## src/rtl/ult_meter_pkg.sv

```systemverilog
// Shared types and constants for the per-player ultimate meter.
// Pure declarations: no logic, no latency, no backpressure.
package ult_meter_pkg;

   localparam int HEALTH_W = 4;
   localparam int CNT_W    = 32;

   typedef enum logic [1:0] {
      ST_DEAD     = 2'd0,
      ST_CHARGING = 2'd1,
      ST_READY    = 2'd2,
      ST_COOLDOWN = 2'd3
   } ult_state_e;

   // Last counter value of a segment period (health << shift) - 1.
   function automatic logic [CNT_W-1:0] seg_period_m1(input logic [HEALTH_W-1:0] health,
                                                     input int                  shift);
      logic [CNT_W-1:0] period;
      period = CNT_W'(health) << shift;
      return period - CNT_W'(1);
   endfunction

endpackage

```

## src/rtl/ult_meter_channel.sv

```systemverilog
// One player channel: DEAD/CHARGING/READY/COOLDOWN FSM, recharge counter, meter, key edge detect.
// Outputs registered (led one cycle behind state); no backpressure, requests outside READY are dropped.
module ult_meter_channel
   import ult_meter_pkg::*;
#(
   parameter int METER_LEN       = 8,
   parameter int RECHARGE_SHIFT  = 22,
   parameter int COOLDOWN_CYCLES = 200000
) (
   input  logic                 clk,
   input  logic                 reset,
   input  logic [HEALTH_W-1:0]  health,
   input  logic                 ult_key,
   input  logic                 blink,
   output logic [METER_LEN-1:0] led,
   output logic                 ult_ready,
   output logic                 ult_fire
);

   localparam logic [METER_LEN-1:0] METER_FULL = '1;

   ult_state_e           state_q, state_d;
   logic [CNT_W-1:0]     cnt_q, cnt_d;
   logic [CNT_W-1:0]     cd_q, cd_d;
   logic [METER_LEN-1:0] meter_q, meter_d;
   logic [METER_LEN-1:0] led_q, led_d;
   logic                 key_q, key_d;
   logic                 ready_q, ready_d;
   logic                 fire_q, fire_d;
   logic                 req;

   assign req = ult_key & ~key_q;

   always_comb begin
      state_d = state_q;
      cnt_d   = cnt_q;
      cd_d    = cd_q;
      meter_d = meter_q;
      key_d   = ult_key;
      fire_d  = 1'b0;

      case (state_q)
         ST_CHARGING: led_d = meter_q;
         ST_READY:    led_d = {METER_LEN{blink}};
         default:     led_d = '0;
      endcase

      // Zero health wins over every other event in the same cycle.
      if (health == '0) begin
         state_d = ST_DEAD;
         cnt_d   = '0;
         cd_d    = '0;
         meter_d = '0;
      end else begin
         case (state_q)
            ST_DEAD: begin
               state_d = ST_CHARGING;
               cnt_d   = '0;
               cd_d    = '0;
               meter_d = '0;
            end
            ST_CHARGING: begin
               if (cnt_q >= seg_period_m1(health, RECHARGE_SHIFT)) begin
                  cnt_d   = '0;
                  meter_d = {meter_q[METER_LEN-2:0], 1'b1};
                  if (meter_d == METER_FULL) state_d = ST_READY;
               end else begin
                  cnt_d = cnt_q + CNT_W'(1);
               end
            end
            ST_READY: begin
               cnt_d = '0;
               if (req) begin
                  fire_d  = 1'b1;
                  meter_d = '0;
                  cd_d    = '0;
                  state_d = ST_COOLDOWN;
               end
            end
            ST_COOLDOWN: begin
               meter_d = '0;
               if (cd_q == CNT_W'(COOLDOWN_CYCLES - 1)) begin
                  state_d = ST_CHARGING;
                  cnt_d   = '0;
                  cd_d    = '0;
               end else begin
                  cd_d = cd_q + CNT_W'(1);
               end
            end
            default: state_d = ST_DEAD;
         endcase
      end

      ready_d = (state_d == ST_READY);
   end

   always_ff @(posedge clk or posedge reset) begin
      if (reset) begin
         state_q <= ST_DEAD;
         cnt_q   <= '0;
         cd_q    <= '0;
         meter_q <= '0;
         led_q   <= '0;
         key_q   <= 1'b0;
         ready_q <= 1'b0;
         fire_q  <= 1'b0;
      end else begin
         state_q <= state_d;
         cnt_q   <= cnt_d;
         cd_q    <= cd_d;
         meter_q <= meter_d;
         led_q   <= led_d;
         key_q   <= key_d;
         ready_q <= ready_d;
         fire_q  <= fire_d;
      end
   end

   assign led       = led_q;
   assign ult_ready = ready_q;
   assign ult_fire  = fire_q;

endmodule

```

## src/rtl/multi_player_ult_meter.sv

```systemverilog
// Multi-player ultimate meters: NUM_PLAYERS independent channels sharing one blink generator.
// All outputs registered (led one cycle behind channel state); no backpressure.
module multi_player_ult_meter
   import ult_meter_pkg::*;
#(
   parameter int NUM_PLAYERS     = 2,
   parameter int METER_LEN       = 8,
   parameter int RECHARGE_SHIFT  = 22,
   parameter int COOLDOWN_CYCLES = 200000,
   parameter int BLINK_HALF      = 10000000
) (
   input  logic                            clk,
   input  logic                            reset,
   input  logic [HEALTH_W*NUM_PLAYERS-1:0] health,
   input  logic [NUM_PLAYERS-1:0]          ult_key,
   output logic [METER_LEN*NUM_PLAYERS-1:0] led,
   output logic [NUM_PLAYERS-1:0]          ult_ready,
   output logic [NUM_PLAYERS-1:0]          ult_fire
);

   logic [CNT_W-1:0] blink_cnt_q, blink_cnt_d;
   logic             blink_q, blink_d;

   always_comb begin
      blink_cnt_d = blink_cnt_q + CNT_W'(1);
      blink_d     = blink_q;
      if (blink_cnt_q == CNT_W'(BLINK_HALF - 1)) begin
         blink_cnt_d = '0;
         blink_d     = ~blink_q;
      end
   end

   always_ff @(posedge clk or posedge reset) begin
      if (reset) begin
         blink_cnt_q <= '0;
         blink_q     <= 1'b0;
      end else begin
         blink_cnt_q <= blink_cnt_d;
         blink_q     <= blink_d;
      end
   end

   // Player 0 drives the most-significant led group.
   for (genvar p = 0; p < NUM_PLAYERS; p++) begin : g_ch
      ult_meter_channel #(
         .METER_LEN       (METER_LEN),
         .RECHARGE_SHIFT  (RECHARGE_SHIFT),
         .COOLDOWN_CYCLES (COOLDOWN_CYCLES)
      ) u_ch (
         .clk       (clk),
         .reset     (reset),
         .health    (health[HEALTH_W*p +: HEALTH_W]),
         .ult_key   (ult_key[p]),
         .blink     (blink_q),
         .led       (led[METER_LEN*(NUM_PLAYERS-1-p) +: METER_LEN]),
         .ult_ready (ult_ready[p]),
         .ult_fire  (ult_fire[p])
      );
   end

endmodule
```

## config.mk

```make
export PLATFORM = sky130hd
export DESIGN_NAME = multi_player_ult_meter
export DESIGN_NICKNAME = d
export VERILOG_FILES = /design/src/rtl/ult_meter_pkg.sv /design/src/rtl/ult_meter_channel.sv /design/src/rtl/multi_player_ult_meter.sv
export SDC_FILE = /design/constraint.sdc
export NUM_CORES = 1
export LEC_CHECK = 0
export BUFFER_PORTS_ARGS = -buffer_cell sky130_fd_sc_hd__buf_2
export CORE_ASPECT_RATIO = 1.75
export CORE_MARGIN = 8
export CORE_UTILIZATION = 30
export CTS_BUF_LIST = sky130_fd_sc_hd__clkbuf_2 sky130_fd_sc_hd__clkbuf_4 sky130_fd_sc_hd__clkbuf_8
export CTS_CLUSTER_DIAMETER = 100
export CTS_CLUSTER_SIZE = 12
export DETAILED_ROUTE_END_ITERATION = 10
export GPL_TIMING_DRIVEN = 0
export SYNTH_ARGS = -nofsm -noshare
export SYNTH_HDL_FRONTEND = slang
export SYNTH_SLANG_ARGS = --single-unit
export TNS_END_PERCENT = 5
```

## constraint.sdc

```tcl
create_clock -name clk -period 7.8 [get_ports clk]
set_input_delay 0.39 -clock clk [delete_from_list [all_inputs] [get_ports clk]]
set_output_delay 0.39 -clock clk [all_outputs]
set_load 0.03 [all_outputs]
```

## Yosys cells after proc, flatten, opt, wreduce, memory -nomap -nowiden

Cells that the tools add are included.

- Flip-flop bits (word level): 203
- Input port bits: 12
- Output and inout port bits: 20

- $add $sub $neg: 7
- $lt $le $gt $ge: 2
- Eq/ne operators: 19
- Muxes and demuxes: 45
- Bitwise gates (word level): 5
- Reductions and logical operators: 14

Operators by type and width:

| operator | number |
|---|---|
| two-way mux 32 bit | 13 |
| case mux 32 bit (3 select lines) | 4 |
| adder 32 x 1 -> 32 bit, second input constant | 5 |
| == test 32 x 18 -> 1 bit, second input constant | 2 |
| >= comparator 32 bit | 2 |
| subtractor 26 x 1 -> 27 bit, second input constant | 2 |
| two-way mux 8 bit | 6 |
| case mux 8 bit (3 select lines) | 2 |
| == test 32 x 24 -> 1 bit, second input constant | 1 |
| case mux 8 bit (2 select lines) | 2 |
| two-way mux 2 bit | 10 |
| != test 3 x 1 -> 1 bit, second input constant | 6 |
| case mux 2 bit (4 select lines) | 2 |
| == test 7 bit, second input constant | 2 |
| == test 2 bit, second input constant | 6 |
| logical NOT 4 bit | 2 |
| AND reduction 2 bit | 4 |
| nonzero test 4 bit | 2 |
| OR reduction 2 bit | 4 |
| two-way mux 1 bit | 6 |
| == test 2 x 1 -> 1 bit, second input constant | 2 |
| logical NOT 2 bit | 2 |
| NOT 1 bit | 3 |
| AND 1 bit | 2 |

## Depth between registers and ports, before layout

- Depth after elaboration: 6
- Gate-level depth with buffers: 12
- Depth with buffers taken out: 10

## Hierarchy

From an unflattened synthesis, not the netlist that was laid out.

- Cells, all modules: 1203
- Area, all modules: 11239.5 um^2

Modules (own cells, without submodules):

| module | times used | cells each | area each (um^2) |
|---|---|---|---|
| ult_meter_channel at g_ch[0].u_ch | 1 | 526 | 4768.3 |
| ult_meter_channel at g_ch[1].u_ch | 1 | 504 | 4732.0 |
| multi_player_ult_meter | 1 | 173 | 1739.2 |

## Worst setup path after synthesis

Ideal clock, no wire load.

- Path kind: input to register
- Start point: in health[0]
- End point: reg g_ch[0].u_ch.meter_q[0]
- Setup time: 121 ps
- Data arrival time: 2623 ps
- Required time: 7679 ps
- Path slack: 5056 ps
- Cell stages on the path: 12
- Cells stage by stage: inv_1 > ha_1 > nand2_1 > ha_1 > and4_1 > a221o_1 > a21oi_1 > and2_1 > clkbuf_1 > buf_2 > nor2_1 > o22a_1

- Cells in the longest elaborated chain, start to end: 4

Ends and longest elaborated chain:

| item | line | text |
|---|---|---|
| start, declared | multi_player_ult_meter.sv:14 | `input logic [HEALTH_W*NUM_PLAYERS-1:0] health,` |
| subtractor 26 x 1 -> 27 bit | ult_meter_pkg.sv:20 | `return period - CNT_W'(1);` |
| >= comparator 32 bit | ult_meter_channel.sv:63 | `if (cnt_q >= seg_period_m1(health, RECHARGE_SHIFT)) begin` |
| != test 3 x 1 -> 1 bit (no source line) | n/a |  |
| AND reduction 2 bit (no source line) | n/a |  |
| end signal, assigned | ult_meter_channel.sv:111 | `meter_q <= meter_d;` |
| end, declared | ult_meter_channel.sv:25 | `logic [METER_LEN-1:0] meter_q, meter_d;` |

Parallel ways exist; a longest one is shown, timed or not.
A chain may end at the register's enable or synchronous reset.

## Worst setup path in the final report

- Start point: reg g_ch[0].u_ch.cnt_q[0]
- End point: reg g_ch[0].u_ch.cnt_q[22]

- Cells in the longest elaborated chain, start to end: 4

Ends and longest elaborated chain:

| item | line | text |
|---|---|---|
| start, declared | ult_meter_channel.sv:23 | `logic [CNT_W-1:0] cnt_q, cnt_d;` |
| start signal, assigned | ult_meter_channel.sv:109 | `cnt_q <= cnt_d;` |
| adder 32 x 1 -> 32 bit / >= comparator 32 bit (equally long branches) | ult_meter_channel.sv:68, ult_meter_channel.sv:63 |  |
| two-way mux 32 bit * | ult_meter_channel.sv:63 |  |
| case mux 32 bit (3 select lines) * | ult_meter_channel.sv:55 | `case (state_q)` |
| two-way mux 32 bit * | ult_meter_channel.sv:49 | `if (health == '0) begin` |

Mark *: on every way between the ends. The rest lies on a longest branch, timed or not.

==> flow_metrics.py <==
metrics = {
    "yosys": {
        "synth-edff-count": 0,
        "syn_inst": 1157,
        "yosysWarningCount": 0,
        "ys.flop_type": "dfrtp_1",
        "synth_top_area_frac": 0.4601,
        "ys_ff_latch": 203,
        "synth_area_leaders": "dfrtp_1, ha_1, nor2_1, nand3_1, xor2_1",
        "syn-cell-area_um2": 11040,
        "syn_avg_cell_area_um2": 9.544,
        "ys_top_cells_by_count": "dfrtp_1, nor2_1, nand2_1, nand3_1, o21ai_0",
        "ys_seq_area_frac": 0.4601,
        "async_flop_share": 1.000,
        "synth.most_common_cell": "dfrtp_1",
        "syn_nets": 1208,
        "yosysTopAreaCell": "dfrtp_1",
        "synth_cell_types": 71,
    },
    "global_route": {
        "grt_pass1_vias": 9023,
        "antenna_found_initial": 1,
        "grt_util_all_layers": 0.1237,
        "grt_max_degree": 127,
        "overflow": 0,
        "busiest_layer": "met2",
        "use_met3": 0.01160,
        "grt_pass1_wl_um": 45350,
        "gr-usage-met2": 0.2412,
        "grt_util_met1": 0.1328,
    },
    "detailed_routing": {
        "viasPerCell": 5.180,
        "dr.pass1.iters": 4,
        "antenna_left": 0,
        "drtIter0Drc": 436,
        "drt-wirelength-per-cell_um": 16.07,
        "wl_um": 27170,
        "drc": 0,
        "vias": 8754,
    },
    "cts": {
        "clockBufferDepth": 3,
        "clock_latency_ps": 540,
        "clk_pin_slew_ps": 90,
        "cts_max_level": 1,
        "cts-resized-gates": 0,
        "cts_tree": "yes",
        "cts_buffers": 20,
        "cts_num_sinks": 203,
        "root_buffer": "clkbuf_8",
    },
    "critical_path": {
        "cp.arrival_ps": 3720,
        "path_class": "reg -> reg",
        "ff2ff_setup_slack_ps": 4510,
        "end_kind": "flop",
        "critPathMaxFanout": 10,
        "cp.required_ps": 8230,
        "critPathLaunchType": "flop",
    },
    "placement": {
        "port_buffers": 31,
        "place_area_um2": 11830,
        "place_congestion": 0.7987,
        "post-place-ws_ps": 4270,
        "placed_cells": 1664,
        "dp_hpwl_um": 19660,
    },
    "power_and_ir_drop": {
        "ir_drop_mv": 0.09351,
        "swShare": 0.2998,
        "leakage_nw": 5.493,
        "p_int_mw": 1.439,
        "comb_power_share": 0.171,
        "share_seq_of_total_power": 0.535,
        "p_per_area_nw_per_um2": 169.0,
        "p_switching_uw": 616.0,
        "pwr-share-clk": 0.293,
        "power_mw": 2.055,
    },
    "floorplan": {
        "fp.coreArea_um2": 36540,
        "rows": 93,
        "num_io_pins": 32,
        "die_w_um": 161.0,
        "dieArea_um2": 43440,
        "dieHeight_um": 269.8,
        "initial_core_util": 0.3022,
    },
    "finish": {
        "fin_cells": 1690,
        "syn2layout_area_growth_pct": 10.08,
        "final_cell_area_um2": 12160,
        "num-fill-cells": 3775,
        "final_layout_size_suffix_gt1_frac": 0.07825,
        "finish.net_count": 1265,
    },
    "timing": {
        "slew_violations": 0,
        "worst_slew_pin_slew_ps": 1233,
        "worst_slack_ps": 4510,
        "slew_headroom": 0.1705,
        "rsz0062_at_grt": "false",
        "skew_ps": 23.90,
        "finalHoldViolCount": 0,
        "finalSetupViolations": 0,
        "max_freq_mhz": 303.9,
        "min_period_ps": 3290,
        "fin_crit_sh": 0.4219,
    },
    "job": {
        "max_cap_violations": 0,
    },
    "status": {
        "outcome": "completed",
    },
    "hold_path": {
        "hold_class": "in -> async",
    },
}
[routing by layer]
layer / vias up / share of wire / routed length (um)
met2: 111 / 0.55 / 15060
met4: 0 / 0.028 / 750
met5: - / 0 / 0
met1: 4316 / 0.40 / 10760
li1: 4286 / - / -
met3: 41 / 0.022 / 600
[sequential cells by signal (all words and copies together) (netlist names)]
name,cells
g_ch.u_ch.ult_ready,2
g_ch.u_ch.cd_q,64
g_ch.u_ch.ult_fire,2
g_ch.u_ch.key_q,2
blink_q,1
g_ch.u_ch.led,16
g_ch.u_ch.cnt_q,64
g_ch.u_ch.state_q,4
blink_cnt_q,32
g_ch.u_ch.meter_q,16
[cell usage in the layout (no fill, tap or decap), types with 6 or more instances in the layout]
master and count:
nor3_1 30, a211oi_1 6, nand4_1 40, or4_1 10, and3_1 35, dfrtp_1 203
nor3b_1 10, a22oi_1 6, nor4_1 19, mux2i_1 9, a21o_1 32, nand3_1 77
buf_2 38, or3_1 12, a21oi_1 26, nand2_1 97, a31oi_1 12, nor2_1 119
a21boi_0 17, a22o_1 32, xor2_1 44, and4_1 12, xnor2_1 36, clkbuf_1 30
inv_1 34, o21ai_0 56, nor3_2 6, and2_1 13, clkbuf_8 21, ha_1 39
[area by class of cell]
cell class	instances	area [um2]	area share
inverter	35	138.9	0.01143
tap	475	594.3	0.04889
timing repair buffer	35	212.7	0.01750
multi-input combinational	876	5627	0.4629
sequential	203	5080	0.4179
clock buffer	22	296.5	0.02440
antenna	1	2.502	0.0002059
buffer	43	203.9	0.01678
[final timing paths]
| path | from | endpoint | cells after the start |
|---|---|---|---|
| min reg2reg | blink_cnt_q[31]$_DFF_PP0_ | blink_cnt_q[31]$_DFF_PP0_ | 1 |
| max | g_ch[0].u_ch.cnt_q[0]$_DFFE_PP0P_ | g_ch[0].u_ch.cnt_q[22]$_DFFE_PP0P_ | 9 |
| min | reset | g_ch[0].u_ch.cd_q[28]$_DFFE_PP0P_ | 3 |
| max reg2reg | g_ch[0].u_ch.cnt_q[0]$_DFFE_PP0P_ | g_ch[0].u_ch.cnt_q[22]$_DFFE_PP0P_ | 9 |
| min in group clk | blink_cnt_q[31]$_DFF_PP0_ | blink_cnt_q[31]$_DFF_PP0_ | 1 |
| max in group asynchronous | reset | g_ch[1].u_ch.cnt_q[5]$_DFFE_PP0P_ | 4 |
[through the flow]
step / setup TNS [ps] / utilization / hold slack (ps)
after floorplan: 0 / - / 421.4
after global placement: -150440 / 0.3227 / 473.3
after detailed placement: 0 / 0.3237 / 480.8
after CTS: 0 / 0.3326 / 479.8
after global routing: 0 / 0.3327 / 502.0
final: 0 / 0.3327 / 455.8
[power groups by stage]
stage	clock network [mW]	logic, mW	registers, mW
finish	0.603	0.352	1.10
global route	0.670	0.393	1.10
CTS	0.637	0.357	1.10
detailed placement	0	0.355	1.12
global placement	0	0.344	1.12
floorplan	0	0.256	1.11
[repair_timing]
item / CTS / global route
endpoints found under the hold margin: 79 / 0
setup buffers: 0 / 0
hold buffers: 3 / 0
[kinds of logic after synthesis]
kind of cell             share of synthesized area
XOR/XNOR                                   0.06346
buffers and inverters                      0.03037
AO/OA/AOI/OAI                               0.1520
multiplexers                              0.008159
adder cells (fa/ha/maj)                    0.04419
AND/OR/NAND/NOR                             0.2418
flip-flops                                  0.4601
[worst max-delay path, cell delays in order (launching register included)]
cell and delay [ps]:
dfrtp_1 410, ha_1 210, nand3_1 220, nor4_4 550, nand4_1 310, nand3_1 200, clkbuf_1 420, clkbuf_1 480
o21ai_0 190, a21o_1 200
(Power assumes the default switching activity.)
